$ cat src/rtl/traffic_light_ctrl.sv
// Four-way intersection controller: parametrised green/yellow/left/all-red sequencing,
// pedestrian early green exit and flashing-yellow maintenance mode; all outputs registered.
module traffic_light_ctrl #(
  parameter int TW         = 8,
  parameter int G_TIME     = 40,
  parameter int Y_TIME     = 5,
  parameter int LT_TIME    = 20,
  parameter int AR_TIME    = 2,
  parameter int MIN_GREEN  = 10,
  parameter int FLASH_HALF = 8
) (
  input  logic          clk,
  input  logic          rst,
  input  logic          flash_en,
  input  logic          ped_req,
  output logic          ns_g,
  output logic          ns_y,
  output logic          ns_r,
  output logic          ns_lt,
  output logic          ew_g,
  output logic          ew_y,
  output logic          ew_r,
  output logic          ew_lt,
  output logic [3:0]    phase,
  output logic [TW-1:0] timer,
  output logic          ped_ack
);

  typedef enum logic [3:0] {
    ALL_RED = 4'd0,
    NS_G    = 4'd1,
    NS_Y    = 4'd2,
    EW_LT   = 4'd3,
    EW_LT_Y = 4'd4,
    EW_G    = 4'd5,
    EW_Y    = 4'd6,
    NS_LT   = 4'd7,
    NS_LT_Y = 4'd8,
    FLASH   = 4'd9
  } phase_e;

  localparam logic [TW-1:0] G_LAST  = TW'(G_TIME - 1);
  localparam logic [TW-1:0] Y_LAST  = TW'(Y_TIME - 1);
  localparam logic [TW-1:0] LT_LAST = TW'(LT_TIME - 1);
  localparam logic [TW-1:0] AR_LAST = TW'(AR_TIME - 1);
  localparam logic [TW-1:0] MG_LAST = TW'(MIN_GREEN - 1);
  localparam logic [TW-1:0] FH_LAST = TW'(FLASH_HALF - 1);

  phase_e        state_q, state_d;
  logic [TW-1:0] timer_q, timer_d;
  logic          pend_q, pend_d;
  logic          ack_q, ack_d;
  logic          blink_q, blink_d;
  // {ns_g, ns_y, ns_r, ns_lt, ew_g, ew_y, ew_r, ew_lt}
  logic [7:0]    lamps_q, lamps_d;
  logic [TW-1:0] last;
  logic          is_green, early, expire;

  always_comb begin
    state_d  = state_q;
    timer_d  = timer_q + TW'(1);
    pend_d   = pend_q | ped_req;
    ack_d    = 1'b0;
    blink_d  = blink_q;
    lamps_d  = 8'b0010_0010;
    last     = '0;
    is_green = (state_q == NS_G) || (state_q == EW_G);

    case (state_q)
      ALL_RED:                         last = AR_LAST;
      NS_G, EW_G:                      last = G_LAST;
      NS_Y, EW_LT_Y, EW_Y, NS_LT_Y:    last = Y_LAST;
      EW_LT, NS_LT:                    last = LT_LAST;
      FLASH:                           last = FH_LAST;
      default:                         last = '0;
    endcase

    early  = is_green && pend_q && (timer_q >= MG_LAST);
    expire = (timer_q == last);

    if (flash_en) begin
      if (state_q != FLASH) begin
        state_d = FLASH;
        timer_d = '0;
        blink_d = 1'b1;
      end else if (expire) begin
        timer_d = '0;
        blink_d = ~blink_q;
      end
    end else if (state_q == FLASH) begin
      state_d = ALL_RED;
      timer_d = '0;
    end else if (4'(state_q) > 4'd9) begin
      state_d = ALL_RED;
      timer_d = '0;
    end else if (early || expire) begin
      timer_d = '0;
      ack_d   = early;
      // a request landing on the clearing edge survives
      if (is_green) pend_d = ped_req;
      case (state_q)
        ALL_RED: state_d = NS_G;
        NS_G:    state_d = NS_Y;
        NS_Y:    state_d = EW_LT;
        EW_LT:   state_d = EW_LT_Y;
        EW_LT_Y: state_d = EW_G;
        EW_G:    state_d = EW_Y;
        EW_Y:    state_d = NS_LT;
        NS_LT:   state_d = NS_LT_Y;
        NS_LT_Y: state_d = NS_G;
        default: state_d = ALL_RED;
      endcase
    end

    case (state_d)
      NS_G:    lamps_d = 8'b1000_0010;
      NS_Y:    lamps_d = 8'b0100_0010;
      EW_LT:   lamps_d = 8'b0010_0011;
      EW_LT_Y: lamps_d = 8'b0010_0100;
      EW_G:    lamps_d = 8'b0010_1000;
      EW_Y:    lamps_d = 8'b0010_0100;
      NS_LT:   lamps_d = 8'b0011_0010;
      NS_LT_Y: lamps_d = 8'b0100_0010;
      FLASH:   lamps_d = {1'b0, blink_d, 2'b00, 1'b0, blink_d, 2'b00};
      default: lamps_d = 8'b0010_0010;
    endcase
  end

  always_ff @(posedge clk) begin
    if (rst) begin
      state_q <= ALL_RED;
      timer_q <= '0;
      pend_q  <= 1'b0;
      ack_q   <= 1'b0;
      blink_q <= 1'b0;
      lamps_q <= 8'b0010_0010;
    end else begin
      state_q <= state_d;
      timer_q <= timer_d;
      pend_q  <= pend_d;
      ack_q   <= ack_d;
      blink_q <= blink_d;
      lamps_q <= lamps_d;
    end
  end

  assign {ns_g, ns_y, ns_r, ns_lt, ew_g, ew_y, ew_r, ew_lt} = lamps_q;
  assign phase   = 4'(state_q);
  assign timer   = timer_q;
  assign ped_ack = ack_q;

endmodule

$ cat config.mk
export PLATFORM = sky130hd
export DESIGN_NAME = traffic_light_ctrl
export DESIGN_NICKNAME = d
export VERILOG_FILES = /design/src/rtl/traffic_light_ctrl.sv
export SDC_FILE = /design/constraint.sdc
export NUM_CORES = 1
export LEC_CHECK = 0
export ABC_AREA = 1
export BUFFER_PORTS_ARGS = -buffer_cell sky130_fd_sc_hd__buf_2
export CAP_MARGIN = 20
export CORE_MARGIN = 4
export CORE_UTILIZATION = 30
export CTS_CLUSTER_SIZE = 40
export DETAILED_ROUTE_END_ITERATION = 8
export PLACE_DENSITY_LB_ADDON = 0.1
export SYNTH_ARGS = -nofsm -noshare
export SYNTH_HDL_FRONTEND = slang
export SYNTH_SLANG_ARGS = --single-unit
$ cat constraint.sdc
create_clock -name clk -period 2.4 [get_ports clk]
set_input_delay 0.24 -clock clk [delete_from_list [all_inputs] [get_ports clk]]
set_output_delay 0.24 -clock clk [all_outputs]
set_load 0.005 [all_outputs]
# == Yosys cells after proc, flatten, opt, wreduce, memory -nomap -nowiden ==
# Memories as Yosys holds them, arrays and structs flattened. A register that Yosys moved wholly into a read port is not among the register bits.
# Cells that the tools add are included.
# totals
rom_bits,144
register_bits,23
in_bits,4
wordCells,57
output_inout_bits,21
n_memories,2
# classes
addsub,1
mux,22
n_bitwise,3
n_reduce_logical,7
eq_ne,14
magnitude_cmp,2
# memory_table
memory,words,width,rd,rd_clocked_by_memory_dff,write_ports,line,rtl
(name not given),16,5,1,1,0,69,case (state_q)
(name not given),16,4,1,1,0,101,case (state_q)
# op_table
cell,n
one-hot mux 8 bit (7 select lines),1
two-way mux 8 bit,6
two-way mux 4 bit,7
equality test 4 x 3 -> 1 bit (second input constant),5
equality test 4 bit (second input constant),3
adder 8 x 1 -> 8 bit (second input constant),1
equality test 4 x 1 -> 1 bit (second input constant),2
equality test 4 x 2 -> 1 bit (second input constant),2
equality test 8 bit,1
>= comparator 8 x 4 -> 1 bit (second input constant),1
two-way mux 1 bit,8
OR reduction 5 bit,1
greater-than comparator 4 bit (second input constant),1
!= test 4 bit (second input constant),1
OR reduction 2 bit,2
logical AND 1 bit,2
logical OR 1 bit,2
NOT 1 bit,2
bitwise OR 1 bit,1

# == Depth between registers and ports, before layout ==
# logic_depth
ltp_word,12
depth_mapped,18
ltp_nobuf,18

# == Worst setup path after synthesis ==
# OpenSTA, ideal clock, no wires.
# synth_timing
kind,flip-flop to flip-flop
startpoint,"register timer_q[1], in the netlist timer[1]"
endpoint,register last[2] (netlist name)
slack_ns,0.243
setup_time_ns,0.119
required_time_ns,2.281
synth_period_minus_slack_ns,2.157
n_path_buf,0
arrival_ns,2.038
path_stages_with_launch,19
cell_sequence,dfxtp_1 inv_1 ha_1 nor2_1 nand2_1 nand2_1 nand2_2 nand2_4 nand2_4 nand2_1 nand3_2 nand2_2 inv_2 nor2_2 inv_1 ha_1 nor2_2 o21ai_1 o21ai_1
# synth_between
elab_chain_cells,8
word_cells_on_any_way,9
cone_classes,1 x order compare; 1 x eq/ne; 5 x mux; 2 x reduce/logical
# synth_rtl
item,line,rtl
"start, declared",50,"logic [TW-1:0] timer_q, timer_d;"
"start signal, assigned",139,timer_q <= timer_d;
>= comparator 8 x 4 -> 1 bit,78,early = is_green && pend_q && (timer_q >= MG_LAST);
logical AND 1 bit,78,
logical OR 1 bit *,96,end else if (early || expire) begin
two-way mux 4 bit *,96,
two-way mux 4 bit *,93,end else if (4'(state_q) > 4'd9) begin
two-way mux 4 bit *,90,end else if (state_q == FLASH) begin
two-way mux 4 bit *,81,if (flash_en) begin
two-way mux 4 bit (no source line) *,--,
# Every way passes the cells marked *; elsewhere a longest branch is shown, timed or not.
# A chain may end at the register's enable or synchronous reset.

==> run_results.csv <==
group,metric,value,unit
run_status,status,"finished clean",
power_and_ir_drop,switching_share,0.3173,
clock_network,cts-hold-fix-buffers,0,
global_route,grt_pass1_wl,6106,um
layout,syn2layout_area_growth,22.72,%
route,num_vias,1371,
power_and_ir_drop,p_sw,0.4428,mW
power_and_ir_drop,cell_internal_pwr,0.9529,mW
timing,slew_violations,0,
clock_network,clock_latency,0.28,ns
route,drc,0,
timing,final.setup.worst_slack,0.1586,ns
route,routed_wl,3534,um
setup_path,critPathMaxFanout,6,
place,hpwlAfterDp,2783,um
route,final_antenna_net_count,0,
global_route,grt_max_degree,13,
route,post_drt_wl_per_cell,11.04,um
power_and_ir_drop,p_leak,0.9657,nW
global_route,antenna_found_initial,0,
synthesis,synth_area,1608,um^2
clock_network,cts_max_path_buffers,2,
floorplanning,num_rows,26,
place,post-place-ws,0.07018,ns
floorplanning,core_area,5140,um^2
timing,hold_viol_final,0,
timing,fin_crit,2.241,ns
timing,setup_viol,0,
layout,drive_gt1_frac,0.2920,
synthesis,yosysMostFrequentCell,"nand2_1",
clock_network,cts_max_level,2,
synthesis,ys.flop_type,"dfxtp_1",
layout,num-nets-final,261,
clock_network,cts_root_buffer,"clkbuf_8",
synthesis,yosys_warnings,0,
synthesis,synth-edff-count,0,
place,place_area,1842,um^2
setup_path,required,2.61,ns
power_and_ir_drop,cellPowerDensity,707.3,nW/um^2
timing,post-route-period-util,0.9339,
clock_network,cts_tree,"yes",
floorplanning,num_io_pins,25,
floorplanning,start_util,0.3128,
floorplanning,dieArea,6594,um^2
clock_network,numCtsBuffers,5,
timing,holdWs,0.1648,ns
power_and_ir_drop,power_frac_comb,0.259,
setup_path,critical_path_class,"flip-flop to flip-flop",
job,cap_violations,0,
route,drtPass1Iterations,4,
setup_path,critPathArrivalTime,2.46,ns
synthesis,yosysTopAreaCell,"dfxtp_1",
place,port_buffers,24,
timing,slew_headroom,0.6556,
route,drt_iter0_drc,47,
clock_network,clk_pin_slew_worst_paths,0.06,ns
synthesis,synthTopCellsByArea,"dfxtp_1 40%, nand2_1 8.2%, nor2_1 7.2%",
timing,worst_pin_slew,0.5127,ns
floorplanning,die_w,81.21,um
synthesis,ys_ff_latch,32,
timing,finalSetupTns,0,ns
global_route,grt_pass1_vias,1344,
power_and_ir_drop,clkPwrFrac,0.306,
synthesis,postSynthCellCount,211,
timing,skew,0.003617,ns
synthesis,ys_seq_area_frac,0.3984,
synthesis,synth.net_count,223,
hold_path,hold_class,"primary input to flip-flop",
setup_path,critPathLaunchType,"flip-flop",
setup_path,crit_path_end_kind,"flip-flop",
floorplanning,die_h,81.21,um
power_and_ir_drop,max-vdd-ir-drop,0.2102,mV
global_route,grt_overflow,0,
place,gp_routability_congestion,0.8156,
clock_network,clock-sinks,32,
synthesis,synth_top_area_share,0.3984,
layout,fin_area,1973,um^2
synthesis,synthTopCellsByCount,"35 x nand2_1, 32 x dfxtp_1, 31 x nor2_1",
power_and_ir_drop,p_total,1.396,mW
synthesis,synth_cell_types,30,
layout,n_antenna_cell,0,
synthesis,avgSynthCellArea,7.620,um^2
power_and_ir_drop,seqPwrFrac,0.435,
global_route,track_usage,0.1205,
route,viasPerCell,4.284,
timing,timing.fmax,446.1,MHz
synthesis,ys_async_sr_fraction,0,
[critical path, cell delays in order (launching register included)]
cell,delay (ns)
dfxtp_1,0.44
inv_2,0.07
ha_1,0.20
nand2_1,0.07
nand2_1,0.06
nand2_2,0.08
nand2_4,0.08
nand2_4,0.11
nand2_1,0.06
nand3_2,0.08
nand2_4,0.07
inv_2,0.10
nor2_4,0.05
buf_4,0.14
ha_1,0.19
or2_1,0.24
o21ai_1,0.12
[layout make-up]
cell class	count	area, um^2
sequential	32	641.9
clock buffer	8	90.09
timing repair buffer	32	180.2
inverter	37	141.4
fill	577	3167
multi-input combinational	141	832.0
tap	70	87.58
[what timing repair did]
item                                    4_1_cts  5_1_grt
gates resized for setup                       0        3
buffers inserted                              0        4
endpoints found under the setup margin        0        4
[through the flow]
step,std cells,utilization
2_1_floorplan,211,-
3_3_place_gp,308,0.3583
3_5_place_dp,308,0.3583
4_1_cts,316,0.3759
5_1_grt,320,0.3839
6_report,320,0.3839
[cell families (layout without fill, tap and decap cells)]
group / count (synthesis) / in the layout / share of synthesized area
adder cells (fa/ha/maj): 8 / 8 / 0.06226
XOR/XNOR: 5 / 5 / 0.02724
AO/OA/AOI/OAI: 14 / 14 / 0.04825
buffers and inverters: 38 / 77 / 0.09027
AND/OR/NAND/NOR: 114 / 114 / 0.3735
flip-flops: 32 / 32 / 0.3984
[final timing paths]
path / start / cells past startpoint / endpoint / slack, ns
worst max register to register: timer[0] / 16 / flip-flop / 0.16
worst min-delay path: ped_req / 3 / pend_q / 0.16
worst max-delay path: timer[0] / 16 / flip-flop / 0.16
worst min register to register: pend_q / 2 / pend_q / 0.50
[placed cells by master, fill, tap and decap left out, types with 2 or more instances in the layout]
cell type / synthesis / routed
xor2_1: 3 / 3
nand3_1: 11 / 11
o21ai_1: 4 / 4
clkbuf_1: 1 / 2
o21ai_0: 4 / 4
a31oi_1: 2 / 2
inv_1: 29 / 29
dfxtp_1: 32 / 31
nand2_2: 8 / 7
inv_2: 7 / 7
nand2_1: 35 / 35
ha_1: 8 / 8
clkbuf_8: 0 / 6
buf_2: 0 / 24
buf_4: 0 / 8
nor2_4: 3 / 4
nor2_2: 5 / 4
nand2_4: 2 / 3
nor2_1: 31 / 31
nor3_1: 7 / 7
a21oi_1: 2 / 2
xnor2_1: 2 / 2
nand3_4: 3 / 3
nand3_2: 3 / 3
[metal layers]
metal	routed length (um)	global-route usage
met3	160	0.03880
met4	48	0.04054
met1	1798	0.1636
met2	1525	0.1790
met5	0	0
[power by group through the flow]
stage                     Sequential [mW]  Clock, mW  Combinational [mW]
after floorplan                     0.619          0               0.254
after global placement              0.620          0               0.355
after detailed placement            0.620          0               0.350
after CTS                           0.608      0.449               0.352
after global routing                0.613      0.468               0.418
final                               0.607      0.427               0.361
Note: power is estimated with default switching activity, not from simulation.
